**config.mk**
```make
export PLATFORM = sky130hd
export DESIGN_NAME = tpu_job_scheduler_flat
export DESIGN_NICKNAME = d
export VERILOG_FILES = /design/src/rtl/tpu_job_scheduler_if.sv /design/src/rtl/tpu_job_scheduler.sv /design/src/flat_wrapper.sv
export SDC_FILE = /design/constraint.sdc
export NUM_CORES = 1
export LEC_CHECK = 0
export CAP_MARGIN = 15
export CORE_MARGIN = 2
export CORE_UTILIZATION = 37
export CTS_BUF_LIST = sky130_fd_sc_hd__clkbuf_16
export DETAILED_ROUTE_END_ITERATION = 6
export PLACE_DENSITY = 0.68
export SYNTH_ARGS = -nofsm -noshare
export SYNTH_HDL_FRONTEND = slang
export SYNTH_SLANG_ARGS = --single-unit
export TNS_END_PERCENT = 5
```
**constraint.sdc**
```tcl
create_clock -name clk -period 4 [get_ports clk]
set_input_delay 0.4 -clock clk [delete_from_list [all_inputs] [get_ports clk]]
set_output_delay 0.4 -clock clk [all_outputs]
set_load 0.01 [all_outputs]
```
**src/rtl/tpu_job_scheduler_if.sv**
```systemverilog
// tpu_job_scheduler_if: requester, operand-memory and matrix-unit signals of the job scheduler
interface tpu_job_scheduler_if;
  logic [1:0] req;
  logic [2:0] cfg0;
  logic [2:0] cfg1;
  logic       in_valid0;
  logic       in_valid1;
  logic [7:0] in_data0;
  logic [7:0] in_data1;
  logic [1:0] gnt;
  logic       in_ready;
  logic       load_en;
  logic [7:0] load_data;
  logic [2:0] mode;
  logic       mmu_start;
  logic       res_valid;
  logic [7:0] res_data;
  logic       out_valid;
  logic [7:0] out_data;
  logic       out_id;
  logic       done;
  logic       err;
  modport master (
    output req, cfg0, cfg1, in_valid0, in_valid1, in_data0, in_data1, res_valid, res_data,
    input  gnt, in_ready, load_en, load_data, mode, mmu_start, out_valid, out_data, out_id, done, err
  );
  modport slave (
    input  req, cfg0, cfg1, in_valid0, in_valid1, in_data0, in_data1, res_valid, res_data,
    output gnt, in_ready, load_en, load_data, mode, mmu_start, out_valid, out_data, out_id, done, err
  );
endinterface

```
**src/rtl/tpu_job_scheduler.sv**
```systemverilog
// tpu_job_scheduler: round-robin arbitration and load/start/collect sequencing of the shared 2x2 matrix unit
module tpu_job_scheduler #(
  parameter int LOAD_BYTES   = 8,
  parameter int RESULT_BYTES = 8,
  parameter int TIMEOUT      = 64
) (
  input  logic                clk,
  input  logic                rst_n,
  tpu_job_scheduler_if.slave  bus
);
  localparam int MAXB = LOAD_BYTES > RESULT_BYTES ? LOAD_BYTES : RESULT_BYTES;
  localparam int CW   = $clog2(MAXB) + 1;
  localparam int TW   = $clog2(TIMEOUT) + 1;
  typedef enum logic [2:0] {IDLE, LOAD, SETTLE, START, WAIT, DONE} state_t;
  state_t        state_q, state_d;
  logic [CW-1:0] cnt_q, cnt_d;
  logic [TW-1:0] tmo_q, tmo_d;
  logic          win_q, win_d;
  logic          last_q, last_d;
  logic [1:0]    gnt_q, gnt_d;
  logic          in_ready_q, in_ready_d;
  logic          load_en_q, load_en_d;
  logic [7:0]    load_data_q, load_data_d;
  logic [2:0]    mode_q, mode_d;
  logic          mmu_start_q, mmu_start_d;
  logic          out_valid_q, out_valid_d;
  logic [7:0]    out_data_q, out_data_d;
  logic          out_id_q, out_id_d;
  logic          done_q, done_d;
  logic          err_q, err_d;
  logic          pick;
  logic          win_req;
  logic          win_valid;
  logic [7:0]    win_data;
  always_comb begin
    pick        = &bus.req ? ~last_q : bus.req[1];
    win_req     = win_q ? bus.req[1] : bus.req[0];
    win_valid   = win_q ? bus.in_valid1 : bus.in_valid0;
    win_data    = win_q ? bus.in_data1 : bus.in_data0;
    state_d     = state_q;
    cnt_d       = cnt_q;
    tmo_d       = tmo_q;
    win_d       = win_q;
    last_d      = last_q;
    gnt_d       = gnt_q;
    mode_d      = mode_q;
    load_en_d   = 1'b0;
    load_data_d = load_data_q;
    mmu_start_d = 1'b0;
    out_valid_d = 1'b0;
    out_data_d  = out_data_q;
    out_id_d    = out_id_q;
    done_d      = 1'b0;
    err_d       = 1'b0;
    case (state_q)
      IDLE: if (|bus.req) begin
        state_d = LOAD;
        win_d   = pick;
        gnt_d   = pick ? 2'b10 : 2'b01;
        mode_d  = pick ? bus.cfg1 : bus.cfg0;
        cnt_d   = '0;
      end
      // losing the request aborts the job even if a byte is offered in the same cycle
      LOAD: if (!win_req) begin
        state_d = DONE;
        done_d  = 1'b1;
        err_d   = 1'b1;
      end else if (in_ready_q && win_valid) begin
        cnt_d       = cnt_q + 1'b1;
        load_en_d   = 1'b1;
        load_data_d = win_data;
        state_d     = cnt_d == CW'(LOAD_BYTES) ? SETTLE : LOAD;
      end
      SETTLE: begin
        state_d     = START;
        mmu_start_d = 1'b1;
      end
      START: begin
        state_d = WAIT;
        cnt_d   = '0;
        tmo_d   = '0;
      end
      WAIT: if (bus.res_valid) begin
        out_valid_d = 1'b1;
        out_data_d  = bus.res_data;
        out_id_d    = win_q;
        cnt_d       = cnt_q + 1'b1;
        tmo_d       = '0;
        done_d      = cnt_d == CW'(RESULT_BYTES);
        state_d     = done_d ? DONE : WAIT;
      end else begin
        tmo_d   = tmo_q + 1'b1;
        done_d  = tmo_d == TW'(TIMEOUT);
        err_d   = done_d;
        state_d = done_d ? DONE : WAIT;
      end
      DONE: begin
        state_d = IDLE;
        last_d  = win_q;
        gnt_d   = '0;
        mode_d  = '0;
      end
      default: state_d = IDLE;
    endcase
    in_ready_d = state_d == LOAD;
  end
  always_ff @(posedge clk or negedge rst_n) begin
    if (!rst_n) begin
      state_q     <= IDLE;
      cnt_q       <= '0;
      tmo_q       <= '0;
      win_q       <= 1'b0;
      last_q      <= 1'b1;
      gnt_q       <= '0;
      in_ready_q  <= 1'b0;
      load_en_q   <= 1'b0;
      load_data_q <= '0;
      mode_q      <= '0;
      mmu_start_q <= 1'b0;
      out_valid_q <= 1'b0;
      out_data_q  <= '0;
      out_id_q    <= 1'b0;
      done_q      <= 1'b0;
      err_q       <= 1'b0;
    end else begin
      state_q     <= state_d;
      cnt_q       <= cnt_d;
      tmo_q       <= tmo_d;
      win_q       <= win_d;
      last_q      <= last_d;
      gnt_q       <= gnt_d;
      in_ready_q  <= in_ready_d;
      load_en_q   <= load_en_d;
      load_data_q <= load_data_d;
      mode_q      <= mode_d;
      mmu_start_q <= mmu_start_d;
      out_valid_q <= out_valid_d;
      out_data_q  <= out_data_d;
      out_id_q    <= out_id_d;
      done_q      <= done_d;
      err_q       <= err_d;
    end
  end
  assign bus.gnt       = gnt_q;
  assign bus.in_ready  = in_ready_q;
  assign bus.load_en   = load_en_q;
  assign bus.load_data = load_data_q;
  assign bus.mode      = mode_q;
  assign bus.mmu_start = mmu_start_q;
  assign bus.out_valid = out_valid_q;
  assign bus.out_data  = out_data_q;
  assign bus.out_id    = out_id_q;
  assign bus.done      = done_q;
  assign bus.err       = err_q;
endmodule

```
**src/flat_wrapper.sv**
```systemverilog
// flat-port wrapper written by rule: the top's interface ports become plain ports
module tpu_job_scheduler_flat 
#(
  parameter int LOAD_BYTES   = 8,
  parameter int RESULT_BYTES = 8,
  parameter int TIMEOUT      = 64
)
  (clk, rst_n, bus_req, bus_cfg0, bus_cfg1, bus_in_valid0, bus_in_valid1, bus_in_data0, bus_in_data1, bus_res_valid, bus_res_data, bus_gnt, bus_in_ready, bus_load_en, bus_load_data, bus_mode, bus_mmu_start, bus_out_valid, bus_out_data, bus_out_id, bus_done, bus_err);
  tpu_job_scheduler_if bus_i ();
  input  logic clk;
  input  logic rst_n;
  input wire logic [$bits(bus_i.req)-1:0] bus_req;
  input wire logic [$bits(bus_i.cfg0)-1:0] bus_cfg0;
  input wire logic [$bits(bus_i.cfg1)-1:0] bus_cfg1;
  input wire logic [$bits(bus_i.in_valid0)-1:0] bus_in_valid0;
  input wire logic [$bits(bus_i.in_valid1)-1:0] bus_in_valid1;
  input wire logic [$bits(bus_i.in_data0)-1:0] bus_in_data0;
  input wire logic [$bits(bus_i.in_data1)-1:0] bus_in_data1;
  input wire logic [$bits(bus_i.res_valid)-1:0] bus_res_valid;
  input wire logic [$bits(bus_i.res_data)-1:0] bus_res_data;
  output wire logic [$bits(bus_i.gnt)-1:0] bus_gnt;
  output wire logic [$bits(bus_i.in_ready)-1:0] bus_in_ready;
  output wire logic [$bits(bus_i.load_en)-1:0] bus_load_en;
  output wire logic [$bits(bus_i.load_data)-1:0] bus_load_data;
  output wire logic [$bits(bus_i.mode)-1:0] bus_mode;
  output wire logic [$bits(bus_i.mmu_start)-1:0] bus_mmu_start;
  output wire logic [$bits(bus_i.out_valid)-1:0] bus_out_valid;
  output wire logic [$bits(bus_i.out_data)-1:0] bus_out_data;
  output wire logic [$bits(bus_i.out_id)-1:0] bus_out_id;
  output wire logic [$bits(bus_i.done)-1:0] bus_done;
  output wire logic [$bits(bus_i.err)-1:0] bus_err;
  assign bus_i.req = bus_req;
  assign bus_i.cfg0 = bus_cfg0;
  assign bus_i.cfg1 = bus_cfg1;
  assign bus_i.in_valid0 = bus_in_valid0;
  assign bus_i.in_valid1 = bus_in_valid1;
  assign bus_i.in_data0 = bus_in_data0;
  assign bus_i.in_data1 = bus_in_data1;
  assign bus_i.res_valid = bus_res_valid;
  assign bus_i.res_data = bus_res_data;
  assign bus_gnt = bus_i.gnt;
  assign bus_in_ready = bus_i.in_ready;
  assign bus_load_en = bus_i.load_en;
  assign bus_load_data = bus_i.load_data;
  assign bus_mode = bus_i.mode;
  assign bus_mmu_start = bus_i.mmu_start;
  assign bus_out_valid = bus_i.out_valid;
  assign bus_out_data = bus_i.out_data;
  assign bus_out_id = bus_i.out_id;
  assign bus_done = bus_i.done;
  assign bus_err = bus_i.err;
  tpu_job_scheduler #(.LOAD_BYTES(LOAD_BYTES), .RESULT_BYTES(RESULT_BYTES), .TIMEOUT(TIMEOUT)) u_core (.clk(clk), .rst_n(rst_n), .bus(bus_i));
endmodule
```
==> results.py, run 1 <==
metrics = {
    "run_status": {
        "run_status": "finished, final reports clean",
    },
    "cts": {
        "cts_setup_buffers": 0,
        "clk_latency_ps": 280,
        "clockBufferDepth": 2,
        "hold_buffers": 0,
        "cts-buffers-inserted": 5,
        "htreeDepth": 2,
        "cts_root_buf": "clkbuf_16",
        "cts.sinks": 44,
        "cts.reportedPaths.clkPinSlew_ps": 60,
        "cts_tree": "done",
        "cts_resized": 0,
    },
    "critical_path": {
        "crit_end": "u_core.bus.in_ready$_DFF_PN0_",
        "critPathMaxFanout": 25,
        "r2r_cells": 4,
        "crit_family": "simple AND/OR/NAND/NOR gates",
        "cp.arrival_ps": 2940,
        "reg2reg_setup_slack_ps": 1260,
        "crit_cells": 4,
        "cpMaxStageDelayCell": "nor2_1",
        "critPathBufInv": 0,
        "critPathKind": "reg2reg",
        "endpoint_kind": "flip-flop",
        "cp_cell_sequence": "or3b_1, nor2_1, nand2_1, a31oi_2",
        "r2r_end": "u_core.bus.in_ready$_DFF_PN0_",
        "max_stage_delay_ps": 800,
        "cp-startpoint": "u_core.state_q[2]$_DFF_PN0_",
        "r2r-start": "u_core.state_q[2]$_DFF_PN0_",
        "start_kind": "flip-flop",
        "cp_data_required_time_ps": 4200,
    },
    "global_routing": {
        "overflow": 0,
        "grt_max_degree": 45,
        "grt_first_pass_wirelength_um": 8120,
        "grt_pass1_vias": 1708,
        "track_usage_pct": 15.9,
        "antenna_found_initial": 0,
    },
    "logic_synthesis": {
        "synth_seq_cells": 44,
        "yosysWarningCount": 0,
        "synthDistinctLibCells": 47,
        "syn_inst": 217,
        "synth_mux_area_share_pct": 11.9,
        "netlist_area_sq_mm": 0.00221,
        "syn-num-nets": 257,
        "synth_compound_area_share_pct": 14.5,
        "synth-simple-area-share_pct": 17.0,
        "synthFlopType": "dfrtp_1",
        "synth_fa_ha_area_share_pct": 1.70,
        "yosysSeqAreaShare_pct": 49.8,
        "synth_top_family_by_area": "simple AND/OR/NAND/NOR gates",
        "synth_edf_count": 0,
        "synth_area_per_cell_sq_um": 10.2,
        "synth-xor-area-share_pct": 1.58,
        "synthArstFlopShare_pct": 100,
    },
    "floorplan": {
        "die_w_um": 81.3,
        "core_area_sq_mm": 0.00585,
        "dieArea_sq_mm": 0.00661,
        "start_util_pct": 37.8,
        "die_h_um": 81.3,
        "row_count": 28,
        "ios": 65,
    },
    "drt": {
        "route.detailed.drc": 0,
        "ant_nets": 0,
        "drt_wl_total_um": 4760,
        "via_per_inst": 5.01,
        "wire_per_inst_um": 13.5,
        "drtPass1Iterations": 4,
        "route.vias.total": 1765,
        "drtIter0Drc": 108,
    },
    "pwr": {
        "power.leakage_nw": 1.31,
        "power_density_mw_per_mm2": 705,
        "vdd_drop_max_mv": 0.361,
    },
    "timing": {
        "period_minus_slack_ps": 2740,
        "fin_worst_skew_ps": 3.75,
        "period_share_pct": 68.6,
        "fin_ws_ps": 1260,
        "finalMaxSlewViolations": 0,
        "rsz0062_at_grt": "no",
        "fmax_ghz": 0.365,
        "hold_viol": 0,
        "worst_slew_pin_slew_ps": 960,
        "setup_viol": 0,
        "slew_headroom_pct": 35.7,
        "final.setup.tns_ps": 0,
        "holdWs_ps": 267,
    },
    "job": {
        "maxCapViolCount": 0,
    },
    "placement": {
        "hpwl_um": 3340,
        "globalplace.congestion": 0.835,
        "dp_slack_ps": 1230,
        "portBuffers": 64,
        "placed_cell_area_sq_mm": 0.00288,
    },
    "layout": {
        "final_nets": 316,
        "final_cell_mix": "63 x clkdlybuf4s50_1, 43 x dfrtp_1, 25 x nor2_1, 21 x a21oi_1, 14 x mux2i_1",
        "final_common_cell": "clkdlybuf4s50_1",
        "design_area_sq_mm": 0.00304,
        "utilization_pct": 52.0,
        "area_delta_synth_final_pct": 37.4,
        "fillCellCount": 538,
        "n_antenna_cell": 0,
        "final_layout_size_suffix_gt1_share_pct": 9.39,
    },
    "worst_hold_path": {
        "hold_class": "in2async",
    },
}
==> logic make-up (layout without fill, tap and decap cells) <==
kind of cell | after synthesis | count (layout)
and+or+nand+nor | 73 | 73
AOI/OAI and AO/OA | 53 | 53
DFF | 44 | 44
muxes | 25 | 25
buffers and inverters | 15 | 75
xor gates and xnor gates | 4 | 4
adders and majority gates | 3 | 3
==> worst min path at each step <==
stage / from / endpoint / slack (ps)
floorplan: rst_n / u_core.bus.done$_DFF_PN0_ / 100
global placement: u_core.bus.mode[2]$_DFFE_PN0P_ / u_core.bus.mode[2]$_DFFE_PN0P_ / 490
detailed placement: u_core.bus.mode[2]$_DFFE_PN0P_ / u_core.bus.mode[2]$_DFFE_PN0P_ / 490
CTS: rst_n / u_core.bus.mmu_start$_DFF_PN0_ / 310
global route: rst_n / u_core.bus.in_ready$_DFF_PN0_ / 360
finish: rst_n / u_core.bus.mmu_start$_DFF_PN0_ / 270
==> routing by layer <==
layer | share of wire, % | GRT usage, % | routed length (um)
met1 | 46 | 21.1 | 2210
met2 | 46 | 24.6 | 2200
met3 | 6.8 | 6.00 | 325
met4 | 0.57 | 3.56 | 27
met5 | 0 | 0 | 0
==> cells in the mapped netlist (2+ instances only) <==
cell | n | area [sq um]
inv_1 | 3 | 11.3
mux2i_1 | 14 | 140
dfrtp_1 | 43 | 1080
o21ai_0 | 13 | 65.1
mux2_2 | 11 | 124
buf_2 | 3 | 15.0
ha_1 | 3 | 37.5
and3_1 | 3 | 18.8
a31oi_1 | 2 | 12.5
nor3_1 | 8 | 40.0
nand2b_1 | 2 | 12.5
xor2_1 | 2 | 17.5
a21boi_0 | 2 | 15.0
xnor2_1 | 2 | 17.5
buf_6 | 2 | 22.5
nand3_1 | 12 | 60.1
nor2_1 | 25 | 93.8
a21oi_1 | 21 | 105
o31ai_1 | 3 | 22.5
clkbuf_1 | 5 | 18.8
nand2_1 | 11 | 41.3
nand3b_1 | 2 | 15.0
==> sequential cells by signal, summed over array words and instances, names as in the netlist, 2 cells and up <==
register              flops
u_core.bus.gnt            2
u_core.bus.load_data      8
u_core.bus.mode           3
u_core.bus.out_data       8
u_core.cnt_q              4
u_core.state_q            3
u_core.tmo_q              7
==> worst reg2reg max path, delay by kind of cell (launching register included) <==
| family | cells | cell delay, ps |
|---|---|---|
| compound gates | 1 | 240 |
| flops | 1 | 790 |
| simple gates | 3 | 1640 |
==> area by class of cell <==
cell class                 instances  area [sq um]  area share [%]
clock inverter                     3          38.8            1.28
multi-input combinational        158          1030            34.0
clock buffer                       5           125            4.12
sequential                        44          1100            36.3
tap                               75          93.8            3.09
timing repair buffer              64           636            20.9
inverter                           3          11.3           0.370
==> power by group <==
| group | internal (mW) | total, mW | switching [mW] |
|---|---|---|---|
| Sequential | 0.628 | 0.823 | 0.194 |
| Combinational | 0.487 | 0.864 | 0.377 |
| Clock | 0.291 | 0.456 | 0.165 |
| Total | 1.41 | 2.14 | 0.736 |
==> per-stage QoR <==
stage | power, mW | cells
floorplan | 1.30 | 217
global placement | 1.68 | 344
CTS | 2.16 | 352
global route | 2.30 | 352
detailed placement | 1.70 | 344
finish | 2.14 | 352
(Power assumes the default switching activity.)
==> inputs of run 2 (changes only) <==
Clock period 4 ns to 2.6 ns, I/O delays scaled along.
==> run 2 against run 1 <==
  * Hold slack lost 140 ps
  * Clock skew grew 0.86 ps
  * Setup slack lost 680 ps
  * Die area is the same
  * Final area grew 1.3%
  * Non-clock buffer count grew 8
  * Largest cell class unchanged
  * Highest routed layer unchanged
==> results.py, run 2 (same netlist as run 1, synthesis figures left out) <==
metrics = {
    "run_status": {
        "run_status": "finished, final reports clean",
    },
    "critical_path": {
        "critPathMaxFanout": 6,
        "endpoint_kind": "flip-flop",
        "cp_data_required_time_ps": 2800,
        "critPathBufInv": 0,
        "cpMaxStageDelayCell": "or4_4",
        "cp_cell_sequence": "ha_1, and3_1, nand3_1, xor2_1, or4_4, a31oi_2",
        "critPathKind": "reg2reg",
        "cp.arrival_ps": 2230,
        "start_kind": "flip-flop",
        "max_stage_delay_ps": 510,
        "crit_family": "simple AND/OR/NAND/NOR gates",
    },
    "layout": {
        "final_common_cell": "clkdlybuf4s50_1",
        "final_nets": 324,
        "final_layout_size_suffix_gt1_share_pct": 11.9,
        "final_cell_mix": "63 x clkdlybuf4s50_1, 43 x dfrtp_1, 25 x nor2_1, 21 x a21oi_1, 14 x mux2i_1",
        "area_delta_synth_final_pct": 39.3,
        "utilization_pct": 52.7,
        "n_antenna_cell": 0,
        "design_area_sq_mm": 0.00308,
    },
    "global_routing": {
        "grt_pass1_vias": 1818,
        "track_usage_pct": 16.7,
        "antenna_found_initial": 0,
        "grt_max_degree": 45,
        "grt_first_pass_wirelength_um": 8380,
        "overflow": 0,
    },
    "timing": {
        "setup_viol": 0,
        "fmax_ghz": 0.494,
        "slew_headroom_pct": 36.1,
        "hold_viol": 0,
        "period_minus_slack_ps": 2020,
        "period_share_pct": 77.8,
        "worst_slew_pin_slew_ps": 958,
        "fin_worst_skew_ps": 4.61,
        "finalMaxSlewViolations": 0,
        "rsz0062_at_grt": "no",
        "holdWs_ps": 127,
        "final.setup.tns_ps": 0,
    },
    "cts": {
        "htreeDepth": 2,
        "cts_root_buf": "clkbuf_16",
        "cts_tree": "done",
        "clockBufferDepth": 2,
        "cts_setup_buffers": 0,
        "cts.reportedPaths.clkPinSlew_ps": 60,
        "cts_resized": 0,
        "clk_latency_ps": 290,
        "cts.sinks": 44,
        "cts-buffers-inserted": 5,
        "hold_buffers": 0,
    },
    "floorplan": {
        "start_util_pct": 37.8,
        "ios": 65,
        "row_count": 28,
        "dieArea_sq_mm": 0.00661,
        "die_h_um": 81.3,
        "die_w_um": 81.3,
        "core_area_sq_mm": 0.00585,
    },
    "pwr": {
        "finalPower_mw": 3.27,
        "vdd_drop_max_mv": 0.521,
        "power_density_mw_per_mm2": 1060,
        "power.leakage_nw": 1.32,
    },
    "drt": {
        "drtIter0Drc": 95,
        "drt_wl_total_um": 4860,
        "route.vias.total": 1808,
        "route.detailed.drc": 0,
        "wire_per_inst_um": 13.5,
        "ant_nets": 0,
        "drtPass1Iterations": 4,
        "via_per_inst": 5.02,
    },
    "job": {
        "maxCapViolCount": 0,
    },
    "placement": {
        "portBuffers": 64,
        "hpwl_um": 3450,
        "globalplace.congestion": 0.808,
        "placed_cell_area_sq_mm": 0.00294,
    },
    "worst_hold_path": {
        "hold_class": "in2async",
    },
}
[run 2: cell count changes in the layout (fill, tap and decap cells not counted), sizes merged]
| cell | previous run | this run |
|---|---|---|
| buf | 1 | 9 |
| bufinv | 1 | 0 |
| inv | 4 | 3 |
| clkinvlp | 0 | 2 |
[run 2: stage by stage]
stage          std cells  setup WS [ps]
2_1_floorplan        217            784
3_3_place_gp         352            496
3_5_place_dp         352            432
4_1_cts              360            583
5_1_grt              360            436
6_report             360            576
[run 2: final timing paths]
kind                                        startpoint                            endpoint  slack (ps)  cells after the start
setup reg to reg           u_core.tmo_q[0]$_DFFE_PN0P_       u_core.bus.in_ready$_DFF_PN0_         580                      6
setup / recovery           u_core.tmo_q[0]$_DFFE_PN0P_       u_core.bus.in_ready$_DFF_PN0_         580                      6
hold / removal                                   rst_n         u_core.cnt_q[1]$_DFFE_PN0P_         130                      1
max in group asynchronous                        rst_n  u_core.bus.out_data[0]$_DFFE_PN0P_        1890                      1
hold reg to reg            u_core.tmo_q[6]$_DFFE_PN0P_         u_core.tmo_q[6]$_DFFE_PN0P_         500                      1
min in group clk           u_core.tmo_q[6]$_DFFE_PN0P_         u_core.tmo_q[6]$_DFFE_PN0P_         500                      1
[run 2: area by class of cell]
cell class / instances / area [sq um]
clock inverter: 3 / 18.8
sequential: 44 / 1100
inverter: 3 / 11.3
tap: 75 / 93.8
multi-input combinational: 158 / 1030
fill: 543 / 2770
clock buffer: 5 / 125
timing repair buffer: 72 / 696
[run 2: metal layers]
| metal | routed length, um | track usage, % | up-vias | part of all wire, % |
|---|---|---|---|---|
| met5 | 0 | 0 | - | 0 |
| met3 | 295 | 5.56 | 4 | 6.1 |
| met4 | 56 | 5.76 | 0 | 1.2 |
| li1 | - | - | 912 | - |
| met1 | 2260 | 20.7 | 853 | 46 |
| met2 | 2250 | 27.0 | 39 | 46 |
[run 2: where the power goes]
| part | switching (mW) | total (mW) | internal [mW] |
|---|---|---|---|
| Clock | 0.266 | 0.619 | 0.352 |
| Sequential | 0.190 | 1.16 | 0.969 |
| Combinational | 0.695 | 1.49 | 0.794 |
| Total | 1.15 | 3.27 | 2.12 |
==> inputs of run 3 (changes only) <==
Clock period 2.6 ns to 1.9 ns, I/O delays scaled along.
==> run 3 against run 2 <==
  * Fmax grew 12%
  * Setup slack worse by 480 ps
  * First-iteration DRC count shrank 8.4%
  * Combinational power up 49%
  * Global-route usage up 0.83 points
  * Utilization grew 2.2 points
  * Clock skew down 1.2 ps
==> results.py, run 3 (same netlist as run 1, synthesis figures left out) <==
metrics = {
    "global_routing": {
        "track_usage_pct": 17.5,
        "grt_max_degree": 28,
        "grt_pass1_vias": 1923,
        "grt_first_pass_wirelength_um": 8820,
        "antenna_found_initial": 0,
        "overflow": 0,
    },
    "drt": {
        "wire_per_inst_um": 13.5,
        "drtPass1Iterations": 4,
        "route.detailed.drc": 0,
        "route.vias.total": 1937,
        "ant_nets": 0,
        "drt_wl_total_um": 5100,
        "via_per_inst": 5.14,
        "drtIter0Drc": 87,
    },
    "timing": {
        "hold_viol": 0,
        "rsz0062_at_grt": "no",
        "period_share_pct": 94.9,
        "fmax_ghz": 0.554,
        "worst_slew_pin_slew_ps": 405,
        "slew_headroom_pct": 73.0,
        "period_minus_slack_ps": 1800,
        "holdWs_ps": 370,
        "fin_worst_skew_ps": 3.39,
        "finalMaxSlewViolations": 0,
        "setup_viol": 0,
        "final.setup.tns_ps": 0,
    },
    "pwr": {
        "finalPower_mw": 4.60,
        "power.leakage_nw": 1.42,
        "power_density_mw_per_mm2": 1430,
        "vdd_drop_max_mv": 0.746,
    },
    "layout": {
        "final_layout_size_suffix_gt1_share_pct": 17.2,
        "final_nets": 341,
        "instances_no_fill": 377,
        "n_antenna_cell": 0,
        "design_area_sq_mm": 0.00321,
        "final_common_cell": "clkdlybuf4s50_1",
        "area_delta_synth_final_pct": 45.1,
        "fillCellCount": 531,
        "final_cell_mix": "63 x clkdlybuf4s50_1, 43 x dfrtp_1, 25 x nor2_1, 24 x buf_4, 21 x a21oi_1",
    },
    "critical_path": {
        "cp_data_required_time_ps": 2100,
        "endpoint_kind": "flip-flop",
        "critPathMaxFanout": 4,
        "cp.arrival_ps": 2000,
        "critPathKind": "reg2reg",
        "start_kind": "flip-flop",
    },
    "floorplan": {
        "start_util_pct": 37.8,
        "core_area_sq_mm": 0.00585,
        "die_h_um": 81.3,
        "ios": 65,
        "dieArea_sq_mm": 0.00661,
        "row_count": 28,
        "die_w_um": 81.3,
    },
    "cts": {
        "cts.sinks": 44,
        "clockBufferDepth": 2,
        "clk_latency_ps": 280,
        "htreeDepth": 2,
        "cts.reportedPaths.clkPinSlew_ps": 60,
        "cts_tree": "done",
        "cts_setup_buffers": 0,
        "cts-buffers-inserted": 5,
        "cts_root_buf": "clkbuf_16",
    },
    "placement": {
        "placed_cell_area_sq_mm": 0.00306,
        "portBuffers": 64,
        "globalplace.congestion": 0.788,
        "hpwl_um": 3750,
        "dp_cells": 368,
    },
    "run_status": {
        "run_status": "finished, final reports clean",
    },
    "job": {
        "maxCapViolCount": 0,
    },
    "worst_hold_path": {
        "hold_class": "in2async",
    },
}
==> run 3: cell types whose count changed in the layout (fill, tap and decap cells not counted), sizes merged <==
cell / previous run / this run
buf: 9 / 25
clkinv: 1 / 3
clkinvlp: 2 / 0
dlygate4sd3: 0 / 1
==> run 3: final cells by class <==
| cell class | count | area [sq um] | share of cell area [%] |
|---|---|---|---|
| Inverter | 3 | 11.3 | 0.351 |
| Clock inverter | 3 | 13.8 | 0.429 |
| Multi-Input combinational cell | 158 | 1040 | 32.3 |
| Sequential cell | 44 | 1100 | 34.3 |
| Tap cell | 75 | 93.8 | 2.92 |
| Timing Repair Buffer | 89 | 826 | 25.7 |
| Clock buffer | 5 | 125 | 3.90 |
==> run 3: worst paths after layout <==
path / to / slack, ps / cells past startpoint / startpoint
max in group asynchronous: u_core.bus.load_data[6]$_DFFE_PN0P_ / 840 / 3 / rst_n
min in group clk: u_core.tmo_q[6]$_DFFE_PN0P_ / 500 / 1 / u_core.tmo_q[6]$_DFFE_PN0P_
worst min register to register: u_core.tmo_q[6]$_DFFE_PN0P_ / 500 / 1 / u_core.tmo_q[6]$_DFFE_PN0P_
worst max-delay path: u_core.bus.in_ready$_DFF_PN0_ / 100 / 6 / u_core.tmo_q[0]$_DFFE_PN0P_
worst min-delay path: u_core.cnt_q[3]$_DFFE_PN0P_ / 370 / 2 / rst_n
worst max register to register: u_core.bus.in_ready$_DFF_PN0_ / 100 / 6 / u_core.tmo_q[0]$_DFFE_PN0P_
==> run 3: critical path: stages (launching register included) <==
cell     delay (ps)
dfrtp_1         350
ha_1            160
and3_1          210
nand3_1         120
xor2_1          170
or4_4           510
a31oi_2         200
==> run 3: through the flow <==
step | utilization (%) | setup WS (ps)
floorplan | - | 84.1
detailed placement | 52.2 | -26.0
global route | 54.9 | 21.8
finish | 54.9 | 96.6
global placement | 52.2 | 38.9
CTS | 54.8 | 61.1
==> run 3: repair_timing <==
item,4_1_cts,5_1_grt
gates resized for setup,0,2
endpoints found under the setup margin,0,5
endpoints found under the hold margin,16,0
hold buffers,1,0
==> run 3: layer usage <==
layer,vias to the layer above,GRT usage (%),wire length (um)
li1,947,-,-
met3,6,5.33,287
met5,-,0,0
met2,49,28.9,2480
met1,935,21.8,2270
met4,0,5.42,66
==> run 3: where the power goes <==
part	internal [mW]	leakage, nW	switching (mW)
registers	1.33	0.550	0.231
logic	1.20	0.796	1.02
clock network	0.477	0.0710	0.344
